--- src/rtl/home_pkg.sv ---
// Shared definitions for the presence-monitor slice.
//   presence_state_t : presence FSM encodings (HOME/AWAY/OVERDUE; 2'b11 is illegal)
//   sched_state_t    : daily-schedule FSM state codes that feed the `home` level
//   DEF_*            : default widths/limits used by home_presence_monitor and home_hist_fifo
package home_pkg;

  localparam int unsigned DEF_CNT_W      = 8;
  localparam int unsigned DEF_DAY_W      = 8;
  localparam int unsigned DEF_LIMIT      = 3;
  localparam int unsigned DEF_HIST_DEPTH = 4;

  typedef enum logic [1:0] {
    HOME    = 2'b00,
    AWAY    = 2'b01,
    OVERDUE = 2'b10
  } presence_state_t;

  // Upstream daily schedule: one at-home state followed by three away states.
  typedef enum logic [1:0] {
    SCHED_HOME    = 2'b00,
    SCHED_COMMUTE = 2'b01,
    SCHED_WORK    = 2'b10,
    SCHED_RETURN  = 2'b11
  } sched_state_t;

  function automatic logic sched_is_home(input sched_state_t s);
    return (s == SCHED_HOME);
  endfunction

endpackage

--- src/rtl/home_hist_fifo.sv ---
// History FIFO of completed absence lengths (used only with HOME_HISTORY_EN).
// Circular buffer with read/write pointers and an occupancy count. A push while
// full overwrites by dropping the oldest entry. A pop while empty is ignored.
//   clk, rst_ : clock, asynchronous active-low reset (FIFO empties)
//   wr        : push wr_data
//   rd        : pop head
//   rd_data   : head entry, show-ahead (valid while empty=0)
//   empty     : no entries stored
// HIST_DEPTH must be a power of 2 (pointers wrap naturally).
module home_hist_fifo
  import home_pkg::*;
#(
  parameter int unsigned CNT_W      = DEF_CNT_W,
  parameter int unsigned HIST_DEPTH = DEF_HIST_DEPTH
) (
  input  logic             clk,
  input  logic             rst_,
  input  logic             wr,
  input  logic [CNT_W-1:0] wr_data,
  input  logic             rd,
  output logic [CNT_W-1:0] rd_data,
  output logic             empty
);

  localparam int unsigned PTR_W = (HIST_DEPTH > 1) ? $clog2(HIST_DEPTH) : 1;

  logic [CNT_W-1:0] mem [HIST_DEPTH];
  logic [PTR_W-1:0] wr_ptr;
  logic [PTR_W-1:0] rd_ptr;
  logic [PTR_W:0]   count;
  logic             full;
  logic             do_rd;
  logic             pop_head;

  always_comb begin
    full     = (count == (PTR_W+1)'(HIST_DEPTH));
    empty    = (count == '0);
    do_rd    = rd & ~empty;
    // Head advances on a real pop, or when a push into a full buffer evicts the oldest.
    pop_head = do_rd | (wr & full);
    rd_data  = mem[rd_ptr];
  end

  always_ff @(posedge clk) begin
    if (wr) mem[wr_ptr] <= wr_data;
  end

  always_ff @(posedge clk or negedge rst_) begin
    if (!rst_) begin
      wr_ptr <= '0;
      rd_ptr <= '0;
      count  <= '0;
    end else begin
      if (wr)       wr_ptr <= wr_ptr + PTR_W'(1);
      if (pop_head) rd_ptr <= rd_ptr + PTR_W'(1);
      if (wr && !full && !do_rd)
        count <= count + (PTR_W+1)'(1);
      else if (do_rd && !wr)
        count <= count - (PTR_W+1)'(1);
    end
  end

endmodule

--- src/rtl/home_presence_monitor.sv ---
// Presence monitor: consumes the schedule FSM's `home` level, emits leave/arrive
// pulses, times each absence in qualified (en=1) cycles, counts completed absences
// and flags absences longer than LIMIT. All outputs registered.
//   clk, rst_  : clock, asynchronous active-low reset
//   en         : cycle qualifier for sampling home_in
//   home_in    : home level from schedule FSM
//   leave      : 1-cycle pulse on home 1->0
//   arrive     : 1-cycle pulse on home 0->1
//   away_cnt   : running (saturating) length of the current absence, 0 while home
//   last_away  : length of the most recently completed absence
//   day_cnt    : completed absences (wrapping)
//   overdue    : current absence exceeded LIMIT
//   hist_rd / hist_data / hist_empty : absence history FIFO, present only when
//                HOME_HISTORY_EN is defined
module home_presence_monitor
  import home_pkg::*;
#(
  parameter int unsigned CNT_W      = DEF_CNT_W,
  parameter int unsigned DAY_W      = DEF_DAY_W,
  parameter int unsigned LIMIT      = DEF_LIMIT,
  parameter int unsigned HIST_DEPTH = DEF_HIST_DEPTH
) (
  input  logic             clk,
  input  logic             rst_,
  input  logic             en,
  input  logic             home_in,
  output logic             leave,
  output logic             arrive,
  output logic [CNT_W-1:0] away_cnt,
  output logic [CNT_W-1:0] last_away,
  output logic [DAY_W-1:0] day_cnt,
  output logic             overdue
`ifdef HOME_HISTORY_EN
  ,
  input  logic             hist_rd,
  output logic [CNT_W-1:0] hist_data,
  output logic             hist_empty
`endif
);

  presence_state_t  state;
  logic             home_q;
  logic             fall;
  logic             rise;
  logic [CNT_W-1:0] away_inc;
  logic             over_limit;

  always_comb begin
    fall       = home_q & ~home_in;
    rise       = ~home_q & home_in;
    away_inc   = (away_cnt == '1) ? away_cnt : away_cnt + CNT_W'(1);
    // Compared before saturation, in a width that cannot overflow.
    over_limit = (32'(away_cnt) + 32'd1) > 32'(LIMIT);
  end

  always_ff @(posedge clk or negedge rst_) begin
    if (!rst_) begin
      state     <= HOME;
      home_q    <= 1'b1;
      leave     <= 1'b0;
      arrive    <= 1'b0;
      away_cnt  <= '0;
      last_away <= '0;
      day_cnt   <= '0;
      overdue   <= 1'b0;
    end else begin
      leave  <= 1'b0;
      arrive <= 1'b0;
      if (!(state inside {HOME, AWAY, OVERDUE})) begin
        state <= HOME;
      end else if (en) begin
        home_q <= home_in;
        leave  <= fall;
        arrive <= rise;
        case (state)
          HOME: begin
            if (fall) begin
              state    <= AWAY;
              away_cnt <= CNT_W'(1);
            end else begin
              away_cnt <= '0;
            end
          end
          default: begin  // AWAY, OVERDUE
            if (rise) begin
              state     <= HOME;
              last_away <= away_cnt;
              day_cnt   <= day_cnt + DAY_W'(1);
              away_cnt  <= '0;
              overdue   <= 1'b0;
            end else begin
              away_cnt <= away_inc;
              if (over_limit) begin
                state   <= OVERDUE;
                overdue <= 1'b1;
              end
            end
          end
        endcase
      end
    end
  end

`ifdef HOME_HISTORY_EN
  logic hist_push;

  // Push on the same edge that loads last_away, with the value it receives.
  always_comb hist_push = en & rise & ((state == AWAY) | (state == OVERDUE));

  home_hist_fifo #(
    .CNT_W      (CNT_W),
    .HIST_DEPTH (HIST_DEPTH)
  ) u_hist (
    .clk     (clk),
    .rst_    (rst_),
    .wr      (hist_push),
    .wr_data (away_cnt),
    .rd      (hist_rd),
    .rd_data (hist_data),
    .empty   (hist_empty)
  );
`endif

endmodule

--- config.mk ---
export PLATFORM = sky130hd
export DESIGN_NAME = home_presence_monitor
export DESIGN_NICKNAME = d
export VERILOG_FILES = /design/src/rtl/home_pkg.sv /design/src/rtl/home_hist_fifo.sv /design/src/rtl/home_presence_monitor.sv
export SDC_FILE = /design/constraint.sdc
export NUM_CORES = 1
export LEC_CHECK = 0
export CORE_MARGIN = 5
export CORE_UTILIZATION = 45
export DETAILED_ROUTE_END_ITERATION = 16
export HOLD_SLACK_MARGIN = 0.08
export PLACE_DENSITY = 0.71
export SLEW_MARGIN = 30
export SYNTH_ARGS = -nofsm -noshare
export SYNTH_HDL_FRONTEND = slang
export SYNTH_SLANG_ARGS = --single-unit
--- constraint.sdc ---
create_clock -name clk -period 2.5 [get_ports clk]
set_clock_uncertainty 0.15 [all_clocks]
set_input_delay 0.5 -clock clk [delete_from_list [all_inputs] [get_ports clk]]
set_output_delay 0.5 -clock clk [all_outputs]
set_load 0.01 [all_outputs]
Yosys cells after proc, flatten, opt, wreduce, memory -nomap -nowiden
Index checks and enable logic that the tools add are counted.
{"block": "classes", "n_addsub": 3, "multipliers": 0, "div": 0, "order_cmp": 1, "n_eq_ne": 7, "n_shift": 0, "mux": 16, "bitwise": 5, "reduce_logical": 8}
{"cell": "2-to-1 mux 8 bit", "n": 3}
{"cell": "adder 8 x 1 -> 8 bit (second input constant)", "n": 2}
{"cell": "2-to-1 mux 2 bit", "n": 6}
{"cell": "adder 8 x 1 -> 9 bit (second input constant)", "n": 1}
{"cell": "> comparator 9 x 2 -> 1 bit (second input constant)", "n": 1}
{"cell": "equality test 8 bit (second input constant)", "n": 1}
{"cell": "AND reduction 4 bit", "n": 2}
{"cell": "2-to-1 mux 1 bit", "n": 7}
{"cell": "AND reduction 3 bit", "n": 2}
{"cell": "!= test 4 bit (second input constant)", "n": 1}
{"cell": "!= test 3 x 2 -> 1 bit (second input constant)", "n": 1}
{"cell": "!= test 3 bit (second input constant)", "n": 1}
{"cell": "NOT 1 bit", "n": 3}
{"cell": "nonzero test 3 bit", "n": 1}
{"cell": "bitwise AND 1 bit", "n": 2}
{"cell": "equality test 2 x 1 -> 1 bit (second input constant)", "n": 1}
{"cell": "equality test 2 bit (second input constant)", "n": 1}
{"cell": "logical NOT 2 bit", "n": 1}
{"cell": "!= test 2 bit (second input constant)", "n": 1}
{"cell": "AND reduction 2 bit", "n": 1}
{"cell": "nonzero test 2 bit", "n": 1}
{"block": "word_totals", "reg_bits": 30, "latch_bits": 0, "ramBits": 0, "rom_bits": 0, "in_bits": 4, "output_inout_bits": 27, "mem_count": 0}

Longest topological paths before layout
{"block": "depth", "depth_word": 7, "ltp_mapped": 7}

Worst setup path before layout
Ideal clock, no wire load.
{"block": "synth_path", "kind": "register -> register", "start": "register away_cnt[0]", "end": "register state[0]", "arrival_time_ns": 1.895, "required_ns": 2.223, "slack_ns": 0.328, "stages_incl_launch_ff": 7, "path_cell_list": "dfrtp_1 -> inv_1 -> ha_1 -> o311ai_0 -> nor4b_2 -> a41o_1 -> mux2_1"}
{"block": "synth_via", "elab_chain_cells": 4}
{"item": "start, declared", "line_no": "home_presence_monitor.sv:29", "text": "output logic [CNT_W-1:0] away_cnt,"}
{"item": "start signal, assigned", "line_no": "home_presence_monitor.sv:92", "text": "away_cnt <= away_inc;"}
{"item": "adder 8 x 1 -> 9 bit", "line_no": "home_presence_monitor.sv:53", "text": "over_limit = (32'(away_cnt) + 32'd1) > 32'(LIMIT);"}
{"item": "> comparator 9 x 2 -> 1 bit", "line_no": "home_presence_monitor.sv:53"}
{"item": "!= test 4 bit (no source line)"}
{"item": "AND reduction 3 bit (no source line)"}
{"item": "end signal, assigned", "line_no": "home_presence_monitor.sv:58", "text": "state <= HOME;"}
{"item": "end signal, assigned", "line_no": "home_presence_monitor.sv:70", "text": "state <= HOME;"}
{"item": "end signal, assigned", "line_no": "home_presence_monitor.sv:78", "text": "state <= AWAY;"}
{"item": "end, declared", "line_no": "home_presence_monitor.sv:41", "text": "presence_state_t state;"}
Every way passes these cells.
A chain may end at the register's enable or synchronous reset.

Final worst setup path
Same ends and word-level chain as after synthesis.

==> summary.md <==
| Metric | Value |
|---|---|
| Synthesized area per cell | `between 10 and 15 um^2` |
| Final Util | `0.599` |
| Final ANT Viol Nets | `0` |
| Slowest CP cell | `dfrtp_1` |
| Row count | `21` |
| Inserted Diodes | `0` |
| Critical path type | `flop to flop` |
| Crit path launch | `away_cnt[0]$_DFFE_PN0P_` |
| # hold bufs at CTS | `0` |
| Worst setup margin | `around 0.25 ns` |
| Leak | `roughly 0.87 nW` |
| WL/cell | `between 10 and 15 um` |
| Power Density | `between 800 and 900 mW/mm^2` |
| Via density | `around 5.4` |
| RSZ-0062 raised after global routing | `no` |
| Maximum vdd drop | `0.000409 V` |
| DP Worst Slack | `between 0.07 and 0.08 ns` |
| First-pass GRT wire length | `5.60 mm` |
| Worst skew pair latency | `0.34 ns` |
| Clk buf depth | `2` |
| Post-Syn Instances | `around 140` |
| Cell Area, Placed | `~0.0019 mm^2` |
| Fin. max-slew vios | `0` |
| Post-layout minimum cycle time | `about 2.2 ns` |
| Final Cycle Share | `0.899` |
| Worst path required time | `between 2 and 3 ns` |
| Max-cap viol count | `0` |
| Cell taking the most area after synthesis | `dfrtp_1` |
| Status | `complete, no violations` |
| Ranking of synthesized cells by area | `dfrtp_1 (47%), mux2_2 (6.6%), ha_1 (4.1%)` |
| CTS tree | `done` |
| FILL cells | `~300` |
| Finish-stage setup viols | `0` |
| Yosys cell types | `43` |
| Largest net degree at the start of global routing | `21` |
| CTS Sinks | `30` |
| CTS Buf Count | `5` |
| Initial antenna violation count | `0` |
| Post-synth EDFFs | `0` |
| Residual DRC | `0` |
| CP Data Arrival Time | `2.33 ns` |
| Post-CTS Resized | `0` |
| WP buf/inv | `0` |
| Port bufs | `30` |
| Vias in the first global route | `1173` |
| Worst Max-Slew Pin Slew | `approximately 0.6 ns` |
| Final wirelength | `~3.3 mm` |
| Crit-path cells | `ha_1 > nand3_1 > xnor2_1 > nor4b_2 > a41o_1 > mux2_1` |
| Gr usage total | `0.166` |
| Layout cells sized above 1 | `0.183` |
| Final Cell Area | `0.00198 mm^2` |
| Crit end category | `flop` |
| Synth Flop Type | `dfrtp_1` |
| Clk root buf | `clkbuf_4` |
| Post-synthesis cell area | `about 0.0015 mm^2` |
| Post-DP HPWL | `approximately 2.5 mm` |
| Core area | `0.00331 mm^2` |
| Fin nets | `between 150 and 200` |
| YS warnings | `0` |
| Most frequent cells in the layout | `clkdlybuf4s50_1 (30), dfrtp_1 (29), mux2_2 (9), nor2_1 (8)` |
| Vias | `between 1000 and 1500` |
| Worst Path Max Fanout | `6` |
| Die height | `68.3 um` |
| Hold Fails Final Rpt | `0` |
| Hold path startpoint | `day_cnt[7]$_DFFE_PN0P_` |
| Post-synthesis async set-or-reset flop share | `1.00` |
| Initial detailed-routing violation count | `44` |
| Yosys top cell area share | `0.475` |
| # H-tree levels | `2` |
| Initial core utilization | `0.462` |
| Hold Path Class | `flop to flop` |
| CP top delay family | `flip-flops` |
| CP max stage delay | `roughly 0.46 ns` |
| Setup tns final | `0 ns` |
| Slew margin rel. | `0.598` |
| Drt pass-1 iters | `4` |
| Die X | `about 70 um` |
| Post-synthesis sequential area ratio | `0.492` |
| Syn_nets | `145` |
| Reg-to-reg startpoint | `away_cnt[0]$_DFFE_PN0P_` |
| Final global-route overflow total | `0` |
| Reg clk slew, reported paths | `around 0.1 ns` |
| # IOs | `31` |
| Die area | `~0.0047 mm^2` |
| Fmax | `between 400 and 500 MHz` |
| RD Place Congestion | `between 0.8 and 0.9` |
| Area Overhead vs Synth | `29.8%` |
| Flops & latches, synth | `30` |
| Post-CTS Setup Bufs | `0` |
| Most common cell after layout, fill and taps aside | `clkdlybuf4s50_1` |
| Crit start category | `flop` |
==> flip-flops by register name, summed over array words and instances, names as in the netlist <==
name	cells
away_cnt	8
last_away	8
day_cnt	8
leave	1
overdue	1
home_q	1
arrive	1
state	2
==> final timing paths <==
kind | end | slack [ns] | depth (start not counted)
worst max-delay path | state[0]$_DFFE_PN0P_ | 0.25 | 6
worst min-delay path | day_cnt[7]$_DFFE_PN0P_ | 0.33 | 1
worst max register to register | state[0]$_DFFE_PN0P_ | 0.25 | 6
worst min register to register | day_cnt[7]$_DFFE_PN0P_ | 0.33 | 1
max in group asynchronous | day_cnt[7]$_DFFE_PN0P_ | 1.32 | 2
min in group asynchronous | away_cnt[5]$_DFFE_PN0P_ | 0.38 | 1
==> logic make-up (layout without fill, tap and decap cells) <==
group | after synthesis | after routing | share of synthesized area
adders and majority gates | 5 | 5 | 0.0409
muxes | 11 | 11 | 0.0810
AOI/OAI and AO/OA | 29 | 29 | 0.137
xor gates and xnor gates | 10 | 10 | 0.0573
buffers and inverters | 12 | 51 | 0.0376
DFF | 30 | 30 | 0.492
and+or+nand+nor | 39 | 39 | 0.154
==> metal layers <==
metal | vias up | share of wire | track usage | routed length, um
li1 | 567 | - | - | -
met1 | 594 | 0.45 | 0.209 | 1470
met2 | 28 | 0.47 | 0.252 | 1560
met3 | 6 | 0.059 | 0.0476 | 193
met4 | 0 | 0.019 | 0.0968 | 61
met5 | - | 0 | 0 | 0
==> metrics by stage <==
stage                     std cells  power, mW  hold slack, ns
final                           221       1.73           0.329
after global routing            221       1.85           0.371
after CTS                       221       1.75           0.334
after global placement          213       1.41           0.311
after floorplan                 136       1.11          0.0544
after detailed placement        213       1.43           0.317
==> synth_stat cells (3+ instances only) <==
| master | count |
|---|---|
| a31oi_1 | 3 |
| nand3_1 | 7 |
| xor2_1 | 3 |
| dfrtp_1 | 29 |
| o31ai_1 | 3 |
| nand2_1 | 7 |
| ha_1 | 5 |
| inv_1 | 5 |
| nand2b_1 | 4 |
| nor2_1 | 8 |
| o21ai_0 | 7 |
| xnor2_1 | 7 |
| buf_2 | 3 |
| mux2_2 | 9 |
==> area by class of cell <==
| cell class | count | area, um^2 | area share |
|---|---|---|---|
| Tap cell | 46 | 57.6 | 0.0290 |
| Clock buffer | 6 | 51.3 | 0.0259 |
| Multi-Input combinational cell | 94 | 719 | 0.363 |
| Sequential cell | 30 | 752 | 0.379 |
| Timing Repair Buffer | 38 | 373 | 0.188 |
| Inverter | 5 | 18.8 | 0.00946 |
| Clock inverter | 2 | 12.5 | 0.00631 |
==> power breakdown <==
group	switching [mW]	leakage, nW	internal, mW	total (mW)
clock	0.183	0.0343	0.135	0.318
combinational	0.329	0.436	0.381	0.710
sequential	0.107	0.398	0.593	0.700
total	0.619	0.868	1.11	1.73
No activity file was read; power rests on OpenSTA's default activity.
